[src/rtl/count_bcd_reader.sv]
// Samples a 16-bit timer count, converts it to 5-digit BCD by sequential double-dabble
// (one bit per clock) and drives five active-low 7-segment digits plus terminal-count flags.

module count_bcd_nib (
  input  logic [3:0] scr,
  input  logic [3:0] dsp,
  output logic [3:0] adj,
  output logic [6:0] seg
);
  assign adj = (scr >= 4'd5) ? scr + 4'd3 : scr;

  // segments {g,f,e,d,c,b,a}, active low; non-decimal codes blank the digit
  always_comb begin
    seg = 7'b1111111;
    case (dsp)
      4'd0: seg = 7'b1000000;
      4'd1: seg = 7'b1111001;
      4'd2: seg = 7'b0100100;
      4'd3: seg = 7'b0110000;
      4'd4: seg = 7'b0011001;
      4'd5: seg = 7'b0010010;
      4'd6: seg = 7'b0000010;
      4'd7: seg = 7'b1111000;
      4'd8: seg = 7'b0000000;
      4'd9: seg = 7'b0010000;
      default: seg = 7'b1111111;
    endcase
  end
endmodule

module count_bcd_reader #(
  parameter logic [15:0] MAXCOUNT    = 16'd35264,
  parameter logic        AUTO_SAMPLE = 1'b0
) (
  input  logic        clk,
  input  logic        resetn,
  input  logic [15:0] count,
  input  logic        sample,
  output logic        busy,
  output logic        valid,
  output logic [19:0] bcd,
  output logic [6:0]  hex4,
  output logic [6:0]  hex3,
  output logic [6:0]  hex2,
  output logic [6:0]  hex1,
  output logic [6:0]  hex0,
  output logic        at_max,
  output logic        over
);
  localparam int NUM_DIG = 5;

  typedef enum logic [1:0] {IDLE, SHIFT, DONE} state_t;

  state_t                     state_q, state_d;
  logic [15:0]                bin_q, bin_d;
  logic [NUM_DIG-1:0][3:0]    scr_q, scr_d;
  logic [NUM_DIG-1:0][3:0]    bcd_q, bcd_d;
  logic [3:0]                 iter_q, iter_d;
  logic                       valid_q, valid_d;
  logic                       at_max_q, at_max_d;
  logic                       over_q, over_d;
  logic                       pmax_q, pmax_d;
  logic                       pover_q, pover_d;

  logic [NUM_DIG-1:0][3:0]    scr_adj;
  logic [NUM_DIG-1:0][6:0]    seg;

  genvar g;
  generate
    for (g = 0; g < NUM_DIG; g++) begin : g_dig
      count_bcd_nib u_nib (
        .scr (scr_q[g]),
        .dsp (bcd_q[g]),
        .adj (scr_adj[g]),
        .seg (seg[g])
      );
    end
  endgenerate

  always_comb begin
    state_d  = state_q;
    bin_d    = bin_q;
    scr_d    = scr_q;
    iter_d   = iter_q;
    bcd_d    = bcd_q;
    valid_d  = 1'b0;
    at_max_d = at_max_q;
    over_d   = over_q;
    pmax_d   = pmax_q;
    pover_d  = pover_q;
    case (state_q)
      IDLE: begin
        if (sample || AUTO_SAMPLE) begin
          bin_d   = count;
          scr_d   = '0;
          iter_d  = '0;
          // flags are decided at the sampling edge since bin is shifted away
          pmax_d  = (count == MAXCOUNT);
          pover_d = (count > MAXCOUNT);
          state_d = SHIFT;
        end
      end
      SHIFT: begin
        {scr_d, bin_d} = {scr_adj, bin_q} << 1;
        iter_d         = iter_q + 4'd1;
        if (iter_q == 4'd15) state_d = DONE;
      end
      DONE: begin
        bcd_d    = scr_q;
        at_max_d = pmax_q;
        over_d   = pover_q;
        valid_d  = 1'b1;
        state_d  = IDLE;
      end
      default: state_d = IDLE;
    endcase
  end

  always_ff @(posedge clk or negedge resetn) begin
    if (!resetn) begin
      state_q  <= IDLE;
      bin_q    <= '0;
      scr_q    <= '0;
      iter_q   <= '0;
      bcd_q    <= '0;
      valid_q  <= 1'b0;
      at_max_q <= 1'b0;
      over_q   <= 1'b0;
      pmax_q   <= 1'b0;
      pover_q  <= 1'b0;
    end else begin
      state_q  <= state_d;
      bin_q    <= bin_d;
      scr_q    <= scr_d;
      iter_q   <= iter_d;
      bcd_q    <= bcd_d;
      valid_q  <= valid_d;
      at_max_q <= at_max_d;
      over_q   <= over_d;
      pmax_q   <= pmax_d;
      pover_q  <= pover_d;
    end
  end

  assign busy   = (state_q != IDLE);
  assign valid  = valid_q;
  assign bcd    = bcd_q;
  assign at_max = at_max_q;
  assign over   = over_q;
  assign hex0   = seg[0];
  assign hex1   = seg[1];
  assign hex2   = seg[2];
  assign hex3   = seg[3];
  assign hex4   = seg[4];
endmodule
[config.mk]
export PLATFORM = sky130hd
export DESIGN_NAME = count_bcd_reader
export DESIGN_NICKNAME = d
export VERILOG_FILES = /design/src/rtl/count_bcd_reader.sv
export SDC_FILE = /design/constraint.sdc
export NUM_CORES = 1
export LEC_CHECK = 0
export CORE_MARGIN = 10
export CORE_UTILIZATION = 47
export DETAILED_ROUTE_END_ITERATION = 10
export GPL_ROUTABILITY_DRIVEN = 0
export MAX_ROUTING_LAYER = met4
export PLACE_DENSITY = 0.77
export SLEW_MARGIN = 20
export SYNTH_ARGS = -nofsm -noshare
export SYNTH_HDL_FRONTEND = slang
export SYNTH_SLANG_ARGS = --single-unit
[constraint.sdc]
create_clock -name clk -period 1.4 [get_ports clk]
set_input_delay 0.14 -clock clk [delete_from_list [all_inputs] [get_ports clk]]
set_output_delay 0.14 -clock clk [all_outputs]
set_load 0.02 [all_outputs]
==> results of run 1 <==
-- registers in the layout (all words and copies together) (netlist names) --
register  count
pmax_q        1
at_max        1
state_q       2
over          1
bcd          20
pover_q       1
bin_q        16
iter_q        4
scr_q        20
valid         1
-- worst paths after layout --
check,start,to
setup / recovery,bcd[13],hex3[3]
hold / removal,resetn,bin_q[1]
setup reg to reg,scr_q[9],scr_q[12]
hold reg to reg,bin_q[14],bin_q[14]
max in group asynchronous,resetn,bcd[1]
min in group clk,count[0],bin_q[0]
-- per-layer routing --
layer  GRT usage (%)  vias up
li1                -     1944
met1            19.6     2078
met2            34.0      136
met3            4.31       45
met4            6.60        0
met5               -        -
-- layout make-up --
class / instances / area (um^2) / area share [%]
Timing Repair Buffer: 203 / 1840 / 26.4
Clock buffer: 13 / 149 / 2.14
Multi-Input combinational cell: 332 / 2940 / 42.4
Clock inverter: 2 / 60.1 / 0.865
Sequential cell: 67 / 1690 / 24.4
Inverter: 31 / 131 / 1.89
Tap cell: 105 / 131 / 1.89
-- cells in the mapped netlist (2+ instances only) --
cell type / count
nor2_1: 57
dfrtp_1: 67
a31oi_1: 4
a21oi_1: 33
nand2_1: 46
o31ai_1: 9
clkbuf_1: 7
xor2_1: 3
o22ai_1: 12
nand2b_1: 15
ha_1: 36
mux2_2: 18
xnor2_1: 5
nand4_1: 2
a22oi_1: 6
or2_2: 5
o21ai_0: 47
nor3b_1: 2
a32o_1: 5
nor3_1: 2
inv_1: 31
nand3_1: 18
buf_2: 13
-- power by group --
| part | switching [mW] | internal, mW |
|---|---|---|
| Sequential | 0.876 | 2.69 |
| Clock | 0.736 | 1.05 |
| Combinational | 5.50 | 5.63 |
| Total | 7.12 | 9.37 |
-- worst min-delay path, stage by stage --
cell and delay [ns]:
dlygate4sd3_1 0.53, buf_2 0.12, buf_12 0.31
-- logic make-up after synthesis --
kind of cell | Yosys count
AOI/OAI and AO/OA | 118
xor gates and xnor gates | 8
adders and majority gates | 36
buffers and inverters | 52
DFF | 67
muxes | 18
and+or+nand+nor | 152
-- what timing repair did --
action | in CTS | in global routing
cloned | 0 | 2
setup buffers | 14 | 22
pin swaps | 39 | 44
hold buffers | 1 | 0
gates resized for setup | 322 | 152
setup endpoints to repair | 68 | 72
hold endpoints to repair | 67 | 0
-- per-stage QoR --
stage	instances	util, %	TNS [ns]	total power, mW
final	753	84.5	-8.72	16.5
after global routing	753	84.5	-11.23	17.4
after CTS	729	75.7	-7.56	14.3
after detailed placement	699	68.3	-12.89	11.6
after global placement	699	68.3	-11.09	11.3
after floorplan	451	-	-0.0516	7.83
==> results.yml, run 1 <==
sta:
  number_of_failing_hold_endpoints_at_the_final_stage: 0
  max_slew.worst_pin.slew_ns: 0.355
  max_freq_mhz: 579
  rsz_0062_raised_after_global_routing: "yes"
  fin_skew_ns: 0.0107
  maxSlewViolCount: 0
  finalSetupViolations: 42
  final_min_period_over_clock_period_pct: 123
  timing.slew.headroom_pct: 76.4
  final.setup.worst_slack_ns: -0.327
  finalCriticalPeriod_ns: 1.73
  timing.hold.ws_ns: 0.338
worst_setup_path:
  critical_path_peak_fanout: 4
  arrival_ns: 1.59
  worst-r2r-cell-count: 8
  critical-path-max-stage-delay_ns: 0.43
  critical_path.startpoint_type: "flip-flop"
  setup.reg_to_reg.worst_slack_ns: -0.10
  path_depth: 6
  timing.critical_path.buf_inv: 2
  crit_required_ns: 1.26
  cp-end-kind: "output pin"
  critical_path.cell_chain: "inv_4 > ha_2 > or2_4 > a21oi_2 > nor2_2 > buf_6"
  criticalPathCategory: "reg -> out"
  timing.critical_path.max_delay_family: "flip-flops"
  cp_slowest_cell: "dfrtp_2"
synthesis:
  synth.mux.area_fraction_pct: 5.09
  synth-async-reset-ratio_pct: 100
  synth.top_cell.area_share_pct: 42.1
  yosys.area.top_type: "dfrtp_1"
  synthDistinctLibCells: 31
  synth_edf_count: 0
  largest_family_of_logic_cells_by_synthesized_area: "compound AO/OA/AOI/OAI gates"
  synth-xor-area-share_pct: 1.76
  synth.net_count: 506
  synth_area_per_cell_um2: 8.83
  synth_fa_ha_area_share_pct: 11.3
  ys_seq_elements: 67
  synthesis.area_um2: 3980
  syn_inst: 451
  synthSimpleGateAreaFrac_pct: 17.1
  ys_warn_count: 0
  netlist_top_cells_area: "dfrtp_1, ha_1, o21ai_0"
  synth_compound_area_share_pct: 17.1
  ys_seq_area_share_pct: 42.1
  commonest_register_cell_after_synthesis: "dfrtp_1"
status:
  failed_checks: "negative setup slack"
  status: "complete, but fails checks"
cells_and_area:
  antenna_cells: 0
  fraction_of_final_layout_cells_sized_beyond_drive_strength_1_pct: 58.0
  final.fill_count: 403
  area.growth.synth_to_final_pct: 74.5
  final_cell_mix: "buf_4, dfrtp_1, buf_6"
  final_nets: 699
  final_area_um2: 6950
  mostFrequentLayoutCell: "buf_4"
drt:
  avgViaCountPerCell: 5.58
  post-route-drc-count: 0
  wl_um: 14200
  met2_wl_post_dr_um: 7420
  drtIter0Drc: 268
  wl_met3_um: 682
  route.detailed.wl_per_inst_um: 18.8
  detail_route.first_pass.iterations: 4
  wirelength_met1_um: 5560
  highest_layer: "met4"
  num_vias: 4203
  final_antenna_net_count: 0
floorplanning:
  floorplan.rows: 33
  chipHeight_um: 112
  floorplan.die_area_um2: 12600
  fp.dieW_um: 112
  number_of_i_o_pins: 78
  effective_utilization_at_floorplan_pct: 48.5
  core_area_um2: 8220
place:
  dpl.hpwl_um: 7500
  place.port_buffers: 77
  dp_area_um2: 5610
  pre_cts_ws_ns: -0.433
clock_network:
  clock-sinks: 67
  later_pin_clock_latency_in_the_skew_report_ns: 0.35
  cts.path.max_buffers: 2
  cts_buffers: 9
  tritoncts: "done"
  cts_root_buffer: "clkbuf_8"
  cts_max_level: 3
  path_clk_slew_ns: 0.08
worst_hold_path:
  holdCritPathClass: "in -> async"
global_routing:
  grt-ovfl-total: 0
  grt_first_pass_wirelength_um: 19500
  grt_antenna_before_repair: 0
  first_global_vias: 4137
  grt_max_degree: 68
  grtUsageTotal_pct: 18.8
job:
  cap_viol_max_count: 0
power_and_ir_drop:
  power.static_leakage_nw: 3.12
  pwr_density_cell_nw_per_um2: 2370
  largest_voltage_drop_on_the_vdd_net_mv: 1.07
Note: power is estimated with default switching activity, not from simulation.
==> run 2: changes to the inputs <==
Settings changed: CORE_UTILIZATION 47 to 52, PLACE_DENSITY 0.77 to 0.8.
Clock period 1.4 ns to 1.95 ns, I/O delays scaled along.
==> results.yml, run 2 (synthesized netlist as in run 1, its figures left out) <==
global_routing:
  first_global_vias: 3486
  grt_first_pass_wirelength_um: 16100
  grt_max_degree: 34
  grt_antenna_before_repair: 0
  grt-ovfl-total: 0
  grtUsageTotal_pct: 17.3
power_and_ir_drop:
  power_report.internal_total_mw: 4.74
  seq_power_share_pct: 29.1
  pwr_density_cell_nw_per_um2: 1620
  largest_voltage_drop_on_the_vdd_net_mv: 0.853
  portion_of_total_power_attributed_to_the_clock_network_pct: 16.7
  power.static_leakage_nw: 2.46
  netSwitchingPower_mw: 3.66
  switching_share_pct: 43.6
  finalPower_mw: 8.40
  power.combinational.fraction_pct: 54.2
clock_network:
  clock-sinks: 67
  cts_max_level: 3
  tritoncts: "done"
  cts_buffers: 9
  later_pin_clock_latency_in_the_skew_report_ns: 0.35
  cts.path.max_buffers: 2
  cts_root_buffer: "clkbuf_8"
  path_clk_slew_ns: 0.07
drt:
  avgViaCountPerCell: 5.37
  drtIter0Drc: 171
  final_antenna_net_count: 0
  route.detailed.wl_per_inst_um: 15.1
  num_vias: 3502
  wl_um: 9830
  detail_route.first_pass.iterations: 4
  post-route-drc-count: 0
sta:
  maxSlewViolCount: 0
  timing.hold.ws_ns: 0.325
  final.setup.worst_slack_ns: 0.0416
  number_of_failing_hold_endpoints_at_the_final_stage: 0
  fin_skew_ns: 0.00813
  finalCriticalPeriod_ns: 1.91
  max_slew.worst_pin.slew_ns: 0.473
  max_freq_mhz: 524
  totalNegativeSetupSlack_ns: 0
  final_min_period_over_clock_period_pct: 97.9
  timing.slew.headroom_pct: 68.5
  finalSetupViolations: 0
worst_setup_path:
  critPathLaunch: "bcd[0]"
  cp-end-kind: "output pin"
  regToRegEndpoint: "scr_q[10]"
  critical_path_peak_fanout: 4
  critical-path-max-stage-delay_ns: 0.42
  crit-reg2reg-launch: "scr_q[8]"
  cp_slowest_cell: "dfrtp_1"
  worst-r2r-cell-count: 6
  setup.reg_to_reg.worst_slack_ns: 0.19
  crit_required_ns: 1.75
  critical_path.startpoint_type: "flip-flop"
  arrival_ns: 1.71
  critical_path.cell_chain: "ha_1 > or2_2 > a21oi_2 > nor2_1 > clkdlybuf4s15_2"
  worstSetupEndpoint: "hex0[0]"
  criticalPathCategory: "reg -> out"
job:
  cap_viol_max_count: 0
floorplanning:
  chipHeight_um: 108
  number_of_i_o_pins: 78
  effective_utilization_at_floorplan_pct: 54.3
  floorplan.die_area_um2: 11600
  floorplan.rows: 31
  core_area_um2: 7330
  fp.dieW_um: 108
cells_and_area:
  finalNonFillerCells: 652
  final_area_um2: 5190
  mostFrequentLayoutCell: "dfrtp_1"
  final_nets: 603
  final_cell_mix: "dfrtp_1, nor2_1, o21ai_0, nand2_1, clkdlybuf4s50_1"
  fraction_of_final_layout_cells_sized_beyond_drive_strength_1_pct: 18.4
  area.growth.synth_to_final_pct: 30.5
  antenna_cells: 0
  utilization_of_the_core_after_routing_pct: 70.9
status:
  status: "finished, final reports clean"
place:
  dp_area_um2: 4970
  pre_cts_ws_ns: 0.0513
  place.detailed.instances: 629
  dpl.hpwl_um: 7150
  place.port_buffers: 77
worst_hold_path:
  holdCritPathClass: "in -> async"
==> run 2: power groups by stage <==
stage	logic [mW]	clock network (mW)	registers (mW)
final	4.55	1.40	2.45
after global routing	5.05	1.48	2.53
after CTS	4.56	1.41	2.43
after detailed placement	4.82	0	2.44
after global placement	4.65	0	2.40
after floorplan	2.83	0	2.46
==> run 2: repair_timing <==
item | in CTS | in global routing
hold buffers | 1 | 0
hold endpoints to repair | 17 | 0
setup endpoints to repair | 35 | 21
gates resized for setup | 72 | 38
pin swaps | 0 | 2
setup buffers | 4 | 2
==> run 2: critical path, delay by kind of cell (launching register included) <==
family | cells | cell delay (ns)
flip-flops | 1 | 0.42
AND/OR/NAND/NOR | 2 | 0.34
buffers and inverters | 1 | 0.25
adder cells (fa/ha/maj) | 1 | 0.21
AO/OA/AOI/OAI | 1 | 0.15
==> run 2: metal layers <==
| layer | track usage, % | share of wire (%) | wire length, um |
|---|---|---|---|
| met5 | - | 0 | 0 |
| met3 | 4.73 | 5.9 | 582 |
| met4 | 6.58 | 1.3 | 132 |
| met2 | 29.9 | 52 | 5070 |
| met1 | 18.6 | 41 | 4040 |
==> run 2: how the worst min path moves through the flow <==
stage / to / slack [ns] / cells past startpoint / startpoint
2_1_floorplan: at_max / -0.10 / 0 / resetn
3_3_place_gp: bin_q[1] / 0.16 / 1 / resetn
3_5_place_dp: bin_q[2] / 0.17 / 1 / resetn
4_1_cts: bin_q[2] / 0.33 / 2 / resetn
5_1_grt: bin_q[2] / 0.35 / 2 / resetn
6_report: bin_q[2] / 0.32 / 2 / resetn
==> run 2: final cells by class <==
cell class / instances / area [um^2]
well taps: 99 / 124
clock inverters: 5 / 100
fillers: 586 / 2140
multi-input cells: 332 / 2120
repair buffers: 107 / 908
flip-flops and latches: 67 / 1680
inverters: 31 / 116
clock buffers: 11 / 141
